==> src/rtl/wave_phase_driver.sv <==
// wave_phase_driver: sample-rate phase accumulator that drives a combinational wavetable.
// It captures the returned sample and offers it downstream over a valid/ready handshake.
//
//   state    | meaning
//   ---------+-----------------------------------------------------------
//   S_IDLE   | waiting for a sample tick; phase and wave_out hold
//   S_LOOKUP | new addr/wave_out presented; table_y captured at cycle end
//
module wave_phase_driver #(
  parameter int CLK_DIV = 1000,
  parameter int PHASE_W = 24
) (
  input  logic               i_clk,
  input  logic               i_reset,
  input  logic               i_en,
  input  logic               i_sync,
  input  logic [PHASE_W-1:0] i_tune,
  input  logic [3:0]         i_wave_sel,
  output logic [7:0]         o_addr,
  output logic [3:0]         o_wave_out,
  input  logic [7:0]         i_table_y,
  output logic [7:0]         o_sample,
  output logic               o_sample_valid,
  input  logic               i_sample_ready,
  output logic               o_overrun,
  input  logic               i_overrun_clr
);

  localparam int CNT_W = $clog2(CLK_DIV);

  typedef enum logic {
    S_IDLE   = 1'b0,
    S_LOOKUP = 1'b1
  } state_t;

  state_t             r_state;
  state_t             w_state_nxt;
  logic [CNT_W-1:0]   r_count;
  logic [PHASE_W-1:0] r_phase;
  logic [PHASE_W-1:0] w_phase_nxt;
  logic [3:0]         r_wave;
  logic [3:0]         w_wave_nxt;
  logic [7:0]         r_sample;
  logic               r_valid;
  logic               r_overrun;
  logic               w_tick;
  logic               w_capture;
  logic               w_accept;

  assign w_tick   = (r_count == CNT_W'(CLK_DIV - 1));
  assign w_accept = r_valid & i_sample_ready;

  // Free-running sample-rate divider; sync restarts the sample period.
  always_ff @(posedge i_clk or posedge i_reset) begin
    if (i_reset) begin
      r_count <= '0;
    end else if (i_sync || w_tick) begin
      r_count <= '0;
    end else begin
      r_count <= r_count + CNT_W'(1);
    end
  end

  // FSM state, phase accumulator and latched waveform select.
  always_ff @(posedge i_clk or posedge i_reset) begin
    if (i_reset) begin
      r_state <= S_IDLE;
      r_phase <= '0;
      r_wave  <= '0;
    end else begin
      r_state <= w_state_nxt;
      r_phase <= w_phase_nxt;
      r_wave  <= w_wave_nxt;
    end
  end

  // Next-state logic; sync overrides everything and aborts a pending lookup.
  always_comb begin
    w_state_nxt = r_state;
    w_phase_nxt = r_phase;
    w_wave_nxt  = r_wave;
    w_capture   = 1'b0;
    if (i_sync) begin
      w_state_nxt = S_IDLE;
      w_phase_nxt = '0;
    end else begin
      case (r_state)
        S_IDLE: begin
          if (w_tick && i_en) begin
            w_phase_nxt = r_phase + i_tune;
            w_wave_nxt  = i_wave_sel;
            w_state_nxt = S_LOOKUP;
          end
        end
        S_LOOKUP: begin
          w_capture   = 1'b1;
          w_state_nxt = S_IDLE;
        end
        default: begin
          w_state_nxt = S_IDLE;
        end
      endcase
    end
  end

  // Output sample register with valid/ready handshake and sticky overrun.
  always_ff @(posedge i_clk or posedge i_reset) begin
    if (i_reset) begin
      r_sample  <= 8'h80;
      r_valid   <= 1'b0;
      r_overrun <= 1'b0;
    end else begin
      if (w_capture) begin
        r_sample <= i_table_y;
        r_valid  <= 1'b1;
      end else if (w_accept) begin
        r_valid  <= 1'b0;
      end
      // Set takes priority over clear so an overwrite is never lost.
      if (w_capture && r_valid && !i_sample_ready) begin
        r_overrun <= 1'b1;
      end else if (i_overrun_clr) begin
        r_overrun <= 1'b0;
      end
    end
  end

  assign o_addr         = r_phase[PHASE_W-1 -: 8];
  assign o_wave_out     = r_wave;
  assign o_sample       = r_sample;
  assign o_sample_valid = r_valid;
  assign o_overrun      = r_overrun;

endmodule

==> config.mk <==
export PLATFORM = sky130hd
export DESIGN_NAME = wave_phase_driver
export DESIGN_NICKNAME = d
export VERILOG_FILES = /design/src/rtl/wave_phase_driver.sv
export SDC_FILE = /design/constraint.sdc
export NUM_CORES = 1
export LEC_CHECK = 0
export CELL_PAD_IN_SITES_DETAIL_PLACEMENT = 0
export CELL_PAD_IN_SITES_GLOBAL_PLACEMENT = 1
export CORE_UTILIZATION = 39
export CTS_CLUSTER_SIZE = 8
export DETAILED_ROUTE_END_ITERATION = 8
export DONT_BUFFER_PORTS = 1
export GPL_TIMING_DRIVEN = 1
export PLACE_DENSITY = 0.66
export SLEW_MARGIN = 25
export SYNTH_ARGS = -nofsm -noshare
export SYNTH_HDL_FRONTEND = slang
export SYNTH_SLANG_ARGS = --single-unit
==> constraint.sdc <==
create_clock -name i_clk -period 2.6 [get_ports i_clk]
set_input_delay 0.52 -clock i_clk [delete_from_list [all_inputs] [get_ports i_clk]]
set_output_delay 0.52 -clock i_clk [all_outputs]
set_load 0.02 [all_outputs]
**Word level (Yosys, flattened, before mapping)**

Cells that the tools add are included.

- Add/sub/neg operators: 2
- Multiply operators: 0
- Div/mod/pow operators: 0
- Order comparisons: 0
- Eq/ne operators: 2
- Shift operators: 0
- Multiplexer cells: 13
- Bitwise gates (word level): 3
- Reduce and logical (&&, ||, !) cells: 10

Operators by type and width:

| cell | count |
|---|---|
| 2-to-1 mux 24 bit | 3 |
| adder 24 bit | 1 |
| adder 10 x 1 -> 10 bit (second input constant) | 1 |
| equality test 10 bit (second input constant) | 1 |
| 2-to-1 mux 10 bit | 1 |
| 2-to-1 mux 1 bit | 8 |
| nonzero test 2 bit | 3 |
| logical AND 1 bit | 3 |
| AND reduction 3 bit | 1 |
| != test 2 bit (second input constant) | 1 |
| inverter 1 bit | 2 |
| case mux 1 bit (2 select lines) | 1 |
| AND reduction 2 bit | 1 |
| bitwise AND 1 bit | 1 |
| zero test 1 bit | 1 |
| logical OR 1 bit | 1 |

- Register bits after elaboration: 49
- Latch bits: 0
- Bits in writable memories: 0
- Bits in read-only memories: 0
- Bits of input ports: 42
- Output and inout port bits: 22
- Word-level logic and storage cells: 37
- Memories: 0

**Depth between registers and ports, before layout**

Gate-level depths: netlist (run 1).

- Depth after elaboration: 5
- Mapped depth: 9
- Depth with buffers taken out: 9

**Worst setup path before layout (run 1)**

Ideal clock, no wire load.

- Path kind: input to register
- Start: in i_tune[16]
- End: reg r_phase[23]
- Library setup time: 0.125 ns
- Data arrival time: 2.328 ns
- Data required time: 2.475 ns
- Setup slack: 0.147 ns
- Stages on the path: 9
- Buffers on the path: 1
- Cell sequence: ha_1 -> clkbuf_1 -> a21o_1 -> a211oi_1 -> o21ai_0 -> a2111oi_0 -> nand3_1 -> nand4b_1 -> mux2_2

- Longest elaborated chain between the ends: 4

RTL lines:

| what | line | source |
|---|---|---|
| start: declaration | 17 | `input logic [PHASE_W-1:0] i_tune,` |
| adder 24 bit | 90 | `w_phase_nxt = r_phase + i_tune;` |
| 2-to-1 mux 24 bit | 89 | `if (w_tick && i_en) begin` |
| 2-to-1 mux 24 bit | 87 | `case (r_state)` |
| 2-to-1 mux 24 bit | 83 | `if (i_sync) begin` |
| end signal: assignment | 72 | `r_phase <= w_phase_nxt;` |
| end: declaration | 39 | `logic [PHASE_W-1:0] r_phase;` |

Every way passes these cells. The select of a mux whose other input is x is not followed.
A chain may end at the register's enable or synchronous reset.

**Final worst setup path (run 1)**

- Start: reg r_phase[2]
- End: reg r_phase[23]

- Longest elaborated chain between the ends: 4

RTL lines:

| what | line |
|---|---|
| adder 24 bit | 90 |
| 2-to-1 mux 24 bit | 89 |
| 2-to-1 mux 24 bit | 87 |
| 2-to-1 mux 24 bit | 83 |

Every way passes these cells. The select of a mux whose other input is x is not followed.

==> results.json, run 1 <==
{
  "clk_latency_ns": 0.31,
  "ys.flop_type": "dfrtp_1",
  "io_buffers": 0,
  "dp_hpwl_microns": 5610,
  "final_area_sq_mm": 0.00364,
  "finalSetupTns_ns": 0,
  "num-nets-final": 454,
  "postSynthAreaPerCell_sq_um": 8.76,
  "final_common_cell": "nand2_1",
  "yosysWarnings": 0,
  "dr_total_vias": 2594,
  "period_share_pct": 93.1,
  "slew_violations": 0,
  "synthSimpleGateAreaFrac_pct": 21.8,
  "worst-r2r-setup-slack_ns": 0.18,
  "synthXorXnorAreaFrac_pct": 5.56,
  "grt-ovfl-total": 0,
  "wirelength_microns": 7600,
  "preCtsSetupSlack_ns": -0.0987,
  "grtUsageTotal_pct": 18.3,
  "hp-class": "input pin to asynchronous set/reset pin",
  "h-tree-depth": 2,
  "clock_skew_ns": 0.00733,
  "clockBufferDepth": 2,
  "synthesis.nets": 445,
  "grt_pass1_wl_microns": 12600,
  "drv_cap": 0,
  "syn_area_sq_mm": 0.00331,
  "synthMuxAreaShare_pct": 3.40,
  "leakage_nw": 1.82,
  "grt_max_degree": 27,
  "power.density_mw_per_mm2": 377,
  "finalPower_w": 0.00137,
  "fp-row-count": 33,
  "gp_congestion": 0.790,
  "mostFrequentLayoutCells": "58 x nand2_1, 48 x dfrtp_1, 43 x nor2_1, 23 x ha_1, 22 x buf_4",
  "drt-pass1-iter-count": 5,
  "drc": 0,
  "core_sq_mm": 0.00822,
  "clkTransAtPathRegs_ns": 0.10,
  "status": "complete, no violations",
  "drtIter0Drc": 108,
  "final_util_pct": 44.3,
  "die_area_sq_mm": 0.00886,
  "place_area_sq_mm": 0.00352,
  "seq_area_frac_synth_pct": 37.1,
  "vdd_drop_max_mv": 0.178,
  "worstPathRequired_ns": 2.80,
  "ys_seq_elements": 49,
  "postSynthCellCount": 378,
  "die_w_microns": 94.1,
  "synth_cell_type_count": 57,
  "endpoint_kind": "flip-flop",
  "start_util_pct": 40.3,
  "n_antenna_cell": 0,
  "worst_slack_ns": 0.178,
  "grt_pass1_vias": 2546,
  "path_max_fanout": 4,
  "startpoint_type": "flip-flop",
  "antenna_left": 0,
  "synth_edf_count": 0,
  "synth_top_family_by_area": "simple AND/OR/NAND/NOR gates",
  "async_flop_share_pct": 100,
  "synth_compound_area_share_pct": 17.6,
  "avgViaCountPerCell": 5.26,
  "wl_per_cell_microns": 15.4,
  "yosys.area_share.adder_pct": 9.67,
  "die_h_microns": 94.1,
  "cts_tree": "yes",
  "hold_viol": 0,
  "critPathKind": "flip-flop to flip-flop",
  "cts_buffers": 5,
  "min_period_ns": 2.42,
  "maxSlewHeadroom_pct": 61.3,
  "drive_gt1_share_pct": 12.9,
  "antenna_found_initial": 0,
  "setup_violations": 0,
  "worst_pin_slew_ns": 0.580,
  "area_growth_pct": 10.1,
  "crit_arrival_ns": 2.63,
  "ctsHoldBuffers": 0,
  "io_pins": 64,
  "clock-root-buffer": "clkbuf_8",
  "clkSinkCount": 49,
  "fmax_mhz": 413
}
==> area by class of cell <==
| class | instances | area [sq um] |
|---|---|---|
| flip-flops and latches | 49 | 1230 |
| clock buffers | 5 | 68.8 |
| multi-input cells | 294 | 1950 |
| repair buffers | 23 | 185 |
| inverters | 14 | 52.6 |
| well taps | 105 | 131 |
| fillers | 821 | 4570 |
| clock inverters | 3 | 26.3 |
==> Yosys cell counts (all sizes together), types with 2 or more instances <==
cell,count,area [sq um]
nor2b,5,31.3
o211ai,2,15.0
nor3b,4,30.0
a211oi,2,20.0
xnor2,12,105
o21bai,4,30.0
or3,2,12.5
a21oi,23,115
o22ai,2,12.5
nand2b,5,31.3
nand3,17,85.1
mux2,2,22.5
o31ai,2,15.0
and4b,2,20.0
inv,14,52.6
o311ai,3,26.3
nor4,4,31.3
dfrtp,48,1200
a31oi,3,18.8
clkbuf,10,37.5
and2,2,12.5
o21ai,14,70.1
mux2i,9,90.1
nor2,43,161
o21a,3,37.5
nand4,2,12.5
xor2,9,78.8
nor3,5,25.0
nand2,58,218
ha,24,300
buf,11,72.6
a21o,12,90.1
==> per-layer routing <==
layer	routed length, microns	up-vias	GRT usage, %
met5	0	-	0
met3	319	4	4.29
met2	3640	39	29.7
met4	54	0	4.23
li1	-	1336	-
met1	3580	1215	24.5
==> worst paths after layout <==
path	start	endpoint	cells after the start
min in group i_clk	i_sync	r_phase[16]	1
worst min register to register	r_count[0]	r_count[0]	1
worst max register to register	r_phase[2]	r_phase[23]	8
worst min-delay path	i_reset	o_sample[1]	1
max in group asynchronous	i_reset	r_phase[15]	2
worst max-delay path	r_phase[2]	r_phase[23]	8
==> power by group <==
part	internal [W]	switching (W)
clock	0.000197	0.000297
combinational	0.0000423	0.0000689
sequential	0.000765	0.00000285
==> cell families (layout without fill, tap and decap cells) <==
group                    count (synthesis)  after routing
AO/OA/AOI/OAI                           82             82
multiplexers                            11             11
AND/OR/NAND/NOR                        155            155
adder cells (fa/ha/maj)                 25             25
flip-flops                              49             49
buffers and inverters                   35             45
XOR/XNOR                                21             21
==> metrics by stage <==
| stage | std cells | hold slack [ns] |
|---|---|---|
| after floorplan | 378 | 0.433 |
| after global placement | 485 | 0.449 |
| after detailed placement | 485 | 0.454 |
| after CTS | 493 | 0.151 |
| after global routing | 493 | 0.153 |
| final | 493 | 0.143 |
==> critical path: stages (launching register included) <==
cell      delay (ns)
dfrtp_1         0.39
ha_1            0.37
nand3_1         0.13
a21o_1          0.20
o21a_4          0.22
or3_1           0.39
a21boi_0        0.15
nand4b_1        0.13
mux2_2          0.33
==> repair_timing <==
action | in CTS | in global routing
resized for setup | 0 | 8
setup endpoints to repair | 0 | 7
buffers inserted | 0 | 0
==> flip-flops by register name, summed over array words and instances (netlist names) <==
name            cells
r_phase            24
r_count            10
o_sample            8
o_wave_out          4
o_overrun           1
o_sample_valid      1
r_state             1
Note: power is estimated with default switching activity, not from simulation.
==> run 2, diff against run 1 <==
--- a/config.mk
+++ b/config.mk
@@ -7,6 +7,7 @@
 export LEC_CHECK = 0
 export CELL_PAD_IN_SITES_DETAIL_PLACEMENT = 0
 export CELL_PAD_IN_SITES_GLOBAL_PLACEMENT = 1
+export CORE_MARGIN = 2
 export CORE_UTILIZATION = 39
 export CTS_CLUSTER_SIZE = 8
 export DETAILED_ROUTE_END_ITERATION = 8
==> run 2 against run 1 <==
Core utilization decreased by 0.076 points. First-iteration DRC count shrank 10%. Clock power up 1%. Via count up 2.7%. Critical endpoint unchanged. Global-route usage shrank 1.2 points. Combinational power barely moved. Die area up 4.3%. Total power up 0.45%. Highest routed layer unchanged. Cell area shrank 0.17%. Clock-buffer cell count unchanged. Critical path depth is the same.
==> results.json, run 2 (same netlist as run 1, synthesis figures left out) <==
{
  "cts_setup_buffers": 0,
  "worst-r2r-setup-slack_ns": 0.16,
  "setup_violations": 0,
  "num-nets-final": 453,
  "io_pins": 64,
  "power.density_mw_per_mm2": 379,
  "post-place-cells": 484,
  "mostFrequentLayoutCells": "58 x nand2_1, 48 x dfrtp_1, 43 x nor2_1, 22 x ha_1, 22 x buf_4",
  "grt_pass1_vias": 2473,
  "wirelength_microns": 7690,
  "crit_path_top_delay_cell": "dfrtp_1",
  "die_area_sq_mm": 0.00924,
  "slowest_delay_ns": 0.40,
  "drc": 0,
  "crit_path_end": "r_phase[23]",
  "finalSetupTns_ns": 0,
  "multi_input_area_sq_mm": 0.00197,
  "io_buffers": 0,
  "worstPathRequired_ns": 2.81,
  "fmax_mhz": 409,
  "clkSinkCount": 49,
  "antenna_found_initial": 0,
  "drtIter0Drc": 97,
  "fillers": 849,
  "dp_hpwl_microns": 5750,
  "drv_cap": 0,
  "slew_violations": 0,
  "worst_pin_slew_ns": 0.541,
  "ff2ff_path_depth": 8,
  "grt_max_degree": 27,
  "regArea_sq_mm": 0.00123,
  "clock_skew_ns": 0.0112,
  "hp-class": "input pin to asynchronous set/reset pin",
  "period_share_pct": 94.0,
  "h-tree-depth": 2,
  "fp-row-count": 33,
  "crit_start": "r_phase[6]",
  "endpoint_kind": "flip-flop",
  "die_w_microns": 96.1,
  "grt_pass1_wl_microns": 12200,
  "cts_tree": "yes",
  "clockBufferDepth": 2,
  "clkTransAtPathRegs_ns": 0.11,
  "area_growth_pct": 9.86,
  "path_cells": "ha_1 -> and2_1 -> nand3_1 -> o21a_4 -> or3_1 -> a21boi_0 -> nand4b_1 -> mux2_2",
  "cts_buffers": 5,
  "startpoint_type": "flip-flop",
  "leakage_nw": 1.81,
  "rr_endpoint": "r_phase[23]",
  "drt-pass1-iter-count": 4,
  "min_period_ns": 2.44,
  "clk_latency_ns": 0.32,
  "gp_congestion": 0.779,
  "grt-ovfl-total": 0,
  "critPathKind": "flip-flop to flip-flop",
  "wl_per_cell_microns": 15.6,
  "antenna_left": 0,
  "timing.rr.start": "r_phase[6]",
  "final_util_pct": 44.3,
  "status": "complete, no violations",
  "crit_arrival_ns": 2.65,
  "avgViaCountPerCell": 5.42,
  "start_util_pct": 40.3,
  "instances_no_fill": 492,
  "rsz0062_at_grt": "no",
  "core_sq_mm": 0.00822,
  "n_antenna_cell": 0,
  "path_max_fanout": 5,
  "hold_viol": 0,
  "clock-root-buffer": "clkbuf_8",
  "die_h_microns": 96.1,
  "maxSlewHeadroom_pct": 63.9,
  "dr_total_vias": 2665,
  "largest_register_ffs": 24,
  "drive_gt1_share_pct": 12.7,
  "final_common_cell": "nand2_1",
  "top_register": "r_phase",
  "grtUsageTotal_pct": 17.1,
  "vdd_drop_max_mv": 0.253
}
run 2: cell count changes in the layout (fill, tap and decap cells not counted), sizes merged:
cell | before | now
buf | 23 | 22
run 2: power breakdown:
group | total, W | internal, W | leakage [nW] | switching (W)
Clock | 0.000499 | 0.000197 | 0.0423 | 0.000303
Sequential | 0.000768 | 0.000765 | 0.679 | 0.00000303
Combinational | 0.000111 | 0.0000416 | 1.09 | 0.0000693
Total | 0.00138 | 0.00100 | 1.81 | 0.000375
run 2: worst min path at each step:
stage | slack (ns) | end | cells after the start | from
after global routing | 0.05 | o_sample[6] | 1 | i_reset
after CTS | 0.05 | o_sample[6] | 1 | i_reset
after detailed placement | 0.41 | o_sample[6] | 1 | i_reset
after floorplan | 0.43 | r_count[0] | 1 | r_count[0]
after global placement | 0.40 | o_sample[6] | 1 | i_reset
final | 0.04 | o_sample[6] | 1 | i_reset
run 2: critical path, delay by kind of cell (launching register included):
family          cells  cell delay [ns]
flops               1             0.40
simple gates        4             0.84
compound gates      2             0.44
mux                 1             0.34
fa+ha+maj           1             0.32
run 2: cell type report:
class	instances	share of cell area [%]
repair buffers	22	4.54
clock inverters	3	0.722
clock buffers	5	1.89
flip-flops and latches	49	33.7
well taps	105	3.61
inverters	14	1.44
multi-input cells	294	54.0
run 2: repair_timing:
action | CTS | global route
endpoints found under the setup margin | 0 | 6
resized for setup | 0 | 11
hold buffers | 0 | 0
endpoints found under the hold margin | 0 | 0
run 2: layer usage:
layer	vias to the layer above	track usage, %	wire, microns
li1	1329	-	-
met1	1278	22.5	3440
met2	54	28.3	3740
met3	4	4.23	450
met4	0	3.57	57
met5	-	0	0
run 2: stage by stage:
stage	hold WS, ns	setup WS, ns	cell area [sq um]	total power (W)
3_3_place_gp	0.399	-0.0135	3500	0.000893
5_1_grt	0.0496	0.00747	3640	0.00145
6_report	0.0380	0.156	3640	0.00138
4_1_cts	0.0491	0.0630	3590	0.00140
2_1_floorplan	0.433	0.147	3310	0.000867
3_5_place_dp	0.409	-0.0712	3500	0.000894
